$ cat src/rtl/shift_seq_ctrl.sv
// rtl/shift_seq_ctrl.sv - iterative shift sequencer (SLL/SRL/SRA/ROTR) reusing a 1-bit stage; optional 4-bit stage under SHIFT_SEQ_FAST_EN
module shift_seq_ctrl #(
   parameter int DATA_W  = 32,
   parameter int SHAMT_W = 5
) (
   input  logic               clk_i,
   input  logic               rst_i,
   input  logic               start_i,
   input  logic [1:0]         op_i,
   input  logic [SHAMT_W-1:0] shamt_i,
   input  logic [DATA_W-1:0]  data_i,
   input  logic               flush_i,
   output logic               busy_o,
   output logic               done_o,
   output logic [DATA_W-1:0]  data_o
);

   localparam logic [1:0] S_IDLE  = 2'd0;
   localparam logic [1:0] S_SHIFT = 2'd1;
   localparam logic [1:0] S_DONE  = 2'd2;

   localparam logic [1:0] OP_SLL  = 2'b00;
   localparam logic [1:0] OP_SRL  = 2'b01;
   localparam logic [1:0] OP_SRA  = 2'b10;

   logic [1:0]         state_q, state_d;
   logic [1:0]         op_q, op_d;
   logic [SHAMT_W-1:0] count_q, count_d;
   logic [DATA_W-1:0]  work_q, work_d;
   logic [DATA_W-1:0]  data_q, data_d;

   // Single-position shift stage; anything not SLL/SRL/SRA is rotate-right.
   function automatic logic [DATA_W-1:0] shift1(input logic [1:0] op, input logic [DATA_W-1:0] w);
      case (op)
         OP_SLL:  shift1 = {w[DATA_W-2:0], 1'b0};
         OP_SRL:  shift1 = {1'b0, w[DATA_W-1:1]};
         OP_SRA:  shift1 = {w[DATA_W-1], w[DATA_W-1:1]};
         default: shift1 = {w[0], w[DATA_W-1:1]};
      endcase
   endfunction

`ifdef SHIFT_SEQ_FAST_EN
   // Four-position stage, same fill/rotate rules as the 1-bit stage.
   function automatic logic [DATA_W-1:0] shift4(input logic [1:0] op, input logic [DATA_W-1:0] w);
      case (op)
         OP_SLL:  shift4 = {w[DATA_W-5:0], 4'b0000};
         OP_SRL:  shift4 = {4'b0000, w[DATA_W-1:4]};
         OP_SRA:  shift4 = {{4{w[DATA_W-1]}}, w[DATA_W-1:4]};
         default: shift4 = {w[3:0], w[DATA_W-1:4]};
      endcase
   endfunction
`endif

   // Next-state logic: accept in IDLE/DONE, iterate in SHIFT, abort on flush.
   always_comb begin
      state_d = state_q;
      op_d    = op_q;
      count_d = count_q;
      work_d  = work_q;
      data_d  = data_q;
      case (state_q)
         S_IDLE, S_DONE: begin
            if (start_i) begin
               op_d    = op_i;
               work_d  = data_i;
               count_d = shamt_i;
               if (shamt_i != '0) begin
                  state_d = S_SHIFT;
               end else begin
                  state_d = S_DONE;
                  data_d  = data_i;
               end
            end else begin
               state_d = S_IDLE;
            end
         end
         S_SHIFT: begin
            if (flush_i) begin
               // Abandon the operation; the previous result stays visible.
               state_d = S_IDLE;
            end else begin
`ifdef SHIFT_SEQ_FAST_EN
               if (count_q >= SHAMT_W'(4)) begin
                  work_d  = shift4(op_q, work_q);
                  count_d = count_q - SHAMT_W'(4);
               end else begin
                  work_d  = shift1(op_q, work_q);
                  count_d = count_q - SHAMT_W'(1);
               end
`else
               work_d  = shift1(op_q, work_q);
               count_d = count_q - SHAMT_W'(1);
`endif
               if (count_d == '0) begin
                  state_d = S_DONE;
                  data_d  = work_d;
               end
            end
         end
         default: state_d = S_IDLE;
      endcase
   end

   // State and datapath registers with synchronous active-low reset.
   always_ff @(posedge clk_i) begin
      if (!rst_i) begin
         state_q <= S_IDLE;
         op_q    <= OP_SLL;
         count_q <= '0;
         work_q  <= '0;
         data_q  <= '0;
      end else begin
         state_q <= state_d;
         op_q    <= op_d;
         count_q <= count_d;
         work_q  <= work_d;
         data_q  <= data_d;
      end
   end

   assign busy_o = (state_q == S_SHIFT);
   assign done_o = (state_q == S_DONE);
   assign data_o = data_q;

endmodule

$ cat config.mk
export PLATFORM = sky130hd
export DESIGN_NAME = shift_seq_ctrl
export DESIGN_NICKNAME = d
export VERILOG_FILES = /design/src/rtl/shift_seq_ctrl.sv
export SDC_FILE = /design/constraint.sdc
export NUM_CORES = 1
export LEC_CHECK = 0
export CAP_MARGIN = 0
export CORE_MARGIN = 3
export CORE_UTILIZATION = 46
export DETAILED_ROUTE_END_ITERATION = 16
export GPL_TIMING_DRIVEN = 0
export PLACE_DENSITY = 0.86
export SYNTH_ARGS = -nofsm -noshare
export SYNTH_HDL_FRONTEND = slang
export SYNTH_SLANG_ARGS = --single-unit
$ cat constraint.sdc
create_clock -name clk_i -period 1.5 [get_ports clk_i]
set_input_delay 0.375 -clock clk_i [delete_from_list [all_inputs] [get_ports clk_i]]
set_output_delay 0.375 -clock clk_i [all_outputs]
set_load 0.05 [all_outputs]
==> metrics.yaml <==
synth:
  ys_ff_latch: 73
  async_flop_share: 0
  syn_area_mm2: 0.003582
  synth_flop_cell: "dfxtp_1"
  yosysWarningCount: 0
  synth-edff-count: 0
  synth_nets: 500
  synth.distinct_cells: 41
  synth.avg_cell_area_um2: 7.873
  ys_seq_area_frac: 0.4080
  synthCells: 455
sta:
  rsz0062_at_grt: "true"
  fmax_mhz: 550.2
  max-slew-margin-rel: 0.6480
  final.setup.tns_ps: -10050
  worst_slew_pin_slew_ps: 528.0
  final-setup-viol-count: 38
  hold_viol: 0
  fin_crit_sh: 1.212
  fin_worst_skew_ps: 6.994
  min_period_ps: 1818
  drv_slew: 0
  hold_slack_ps: 400.7
  finalWorstSetupSlack_ps: -317.7
status:
  violations: "setup timing"
  outcome: "finished, violations left"
routing:
  drt_pass1_iterations: 5
  drtIter0Drc: 268
  drcViolationCount: 0
  vias: 3787
  ant_nets: 0
  wl_per_cell_um: 16.98
  drt_wl_total_mm: 11.27
  vias_per_cell: 5.703
die:
  std_cell_rows: 31
  core_area_mm2: 0.007408
  die-area_mm2: 0.008882
  pin_count: 77
  die_h_um: 94.25
  die_w_um: 94.25
  initial_utilization: 0.4835
layout:
  fin_cells: 664
  syn2layout_area_growth_pct: 45.20
  n_fill_cell: 536
  antennaDiodeCount: 0
  drive_gt1_frac: 0.2425
  finalNetCount: 606
placement:
  dp.cells: 629
  place.gp.congestion: 0.8310
  dp_hpwl_mm: 6.971
  io_buffers: 75
setup_path:
  max_stage_delay_ps: 370
  cp.arrival_ps: 2070
  worstPathRequired_ps: 1750
  cp_slowest_cell: "dfxtp_4"
  end_kind: "flip-flop"
  critPathKind: "flip-flop to flip-flop"
  crit_chain: "inv_4, ha_4, nand2b_4, nand4b_1, o21ai_4, and2_4, buf_6, o21ai_2"
  cp_max_fo: 8
  setup.worst_path.start_class: "flip-flop"
power:
  p_per_area_mw_per_mm2: 981.2
  leakagePower_nw: 2.147
  power_mw: 5.103
  peakVddDrop_uv: 604.2
global_route:
  grt_pass1_wl_mm: 16.86
  overflow: 0
  grt_antenna_before_repair: 0
  track_usage: 0.2390
  grt_pass1_vias: 3690
  grt_max_degree: 12
clocking:
  root_buffer: "clkbuf_8"
  htreeDepth: 3
  numCtsBuffers: 9
  clk_latency_ps: 360
  cts.sinks: 73
  clk_pin_slew_ps: 80
  cts_tree: "yes"
  cts_buffer_depth: 2
flow_run:
  maxCapViolCount: 0
worst_hold_path:
  hold_class: "input pin to flip-flop"
==> worst max-delay path, delay by kind of cell (launching register included) <==
| family | cells | cell delay [ps] |
|---|---|---|
| AOI/OAI and AO/OA | 2 | 350 |
| adders and majority gates | 1 | 160 |
| buffers and inverters | 2 | 230 |
| and+or+nand+nor | 3 | 580 |
| DFF | 1 | 370 |
==> layer usage <==
metal | up-vias | track usage | routed length, µm
met3 | 32 | 0.05689 | 876
met1 | 1792 | 0.2941 | 4524
met2 | 177 | 0.4102 | 5621
li1 | 1786 | - | -
met5 | - | 0 | 0
met4 | 0 | 0.07461 | 252
==> per-stage QoR <==
step	util	setup WS, ps	area (µm²)
floorplan	-	4.146	3598
global placement	0.6038	-687.4	4473
detailed placement	0.6038	-706.2	4473
CTS	0.6585	-236.5	4878
global route	0.7021	-384.0	5201
finish	0.7021	-317.7	5201
==> state kept, by name, indices dropped and copies added (netlist names) <==
register  flops
data_o       32
op_q          2
work_q       32
state_q       2
count_q       5
==> synth_stat cells (2+ instances only) <==
library cell  instances  area, µm²
nand2_1             124      465.5
dfxtp_1              73       1461
o21ai_1              41      205.2
mux2i_1              34      340.3
nand4_1              31      193.9
o21ai_0              26      130.1
a21boi_0             24      180.2
clkbuf_1             16      60.06
buf_2                15      75.07
nor2_1                8      30.03
a21oi_1               7      35.03
nor2b_1               7      43.79
a21boi_1              6      45.04
buf_4                 6      45.04
inv_1                 4      15.01
nand2b_1              3      18.77
and2_1                2      12.51
buf_1                 2      7.510
ha_1                  2      25.02
nand3_1               2      10.01
o211a_1               2      20.02
==> cells by family (layout without fill, tap and decap cells) <==
logic type / after synthesis / count (layout) / synth area share
simple gates: 185 / 185 / 0.2340
compound gates: 116 / 116 / 0.1960
flops: 73 / 73 / 0.4080
buf+inv: 44 / 154 / 0.05763
mux: 34 / 34 / 0.09501
fa+ha+maj: 2 / 2 / 0.006985
xor+xnor: 1 / 1 / 0.002445
==> power by group <==
| group | switching, mW | internal (mW) |
|---|---|---|
| Clock | 0.755 | 0.846 |
| Sequential | 0.111 | 2.06 |
| Combinational | 0.737 | 0.595 |
| Total | 1.60 | 3.50 |
==> area by class of cell <==
type | instances | area (µm²) | area share
buffer | 38 | 294.0 | 0.05653
clock buffer | 12 | 155.1 | 0.02983
clock inverter | 3 | 40.04 | 0.007698
inverter | 5 | 28.78 | 0.005533
multi-input combinational | 338 | 2072 | 0.3984
sequential | 73 | 1471 | 0.2829
tap | 99 | 123.9 | 0.02382
timing repair buffer | 96 | 1016 | 0.1953
==> final timing paths <==
check                                start          to  slack [ps]  depth (start not counted)
worst max-delay path            count_q[0]  data_o[21]        -320                          8
worst min-delay path                 rst_i  work_q[19]         400                          2
worst max register to register  count_q[0]  data_o[21]        -320                          8
worst min register to register  data_o[26]  data_o[26]         450                          2
==> cells in the final DEF, fill, tap and decap left out, types with 3 or more instances in the layout <==
master and n:
clkbuf_1 13, nor2b_1 7, a21boi_1 19, buf_2 4, o21ai_1 34, o21ai_2 20, buf_8 5, nand2b_4 3
nand4_1 31, o21ai_0 13, buf_6 20, clkdlybuf4s18_2 3, nand2_1 123, dfxtp_1 69, mux2i_1 34, clkdlybuf4s15_2 29
clkdlybuf4s50_1 40, a21oi_1 7, nor2_1 8, a21boi_0 10, buf_4 12, clkbuf_2 4, clkbuf_8 11
==> repair_timing <==
action,in CTS,in global routing
cloned,3,3
pin swaps,5,28
hold buffers,0,0
endpoints found under the setup margin,102,75
resized for setup,149,86
setup buffers,5,11
No activity file was read; power rests on OpenSTA's default activity.
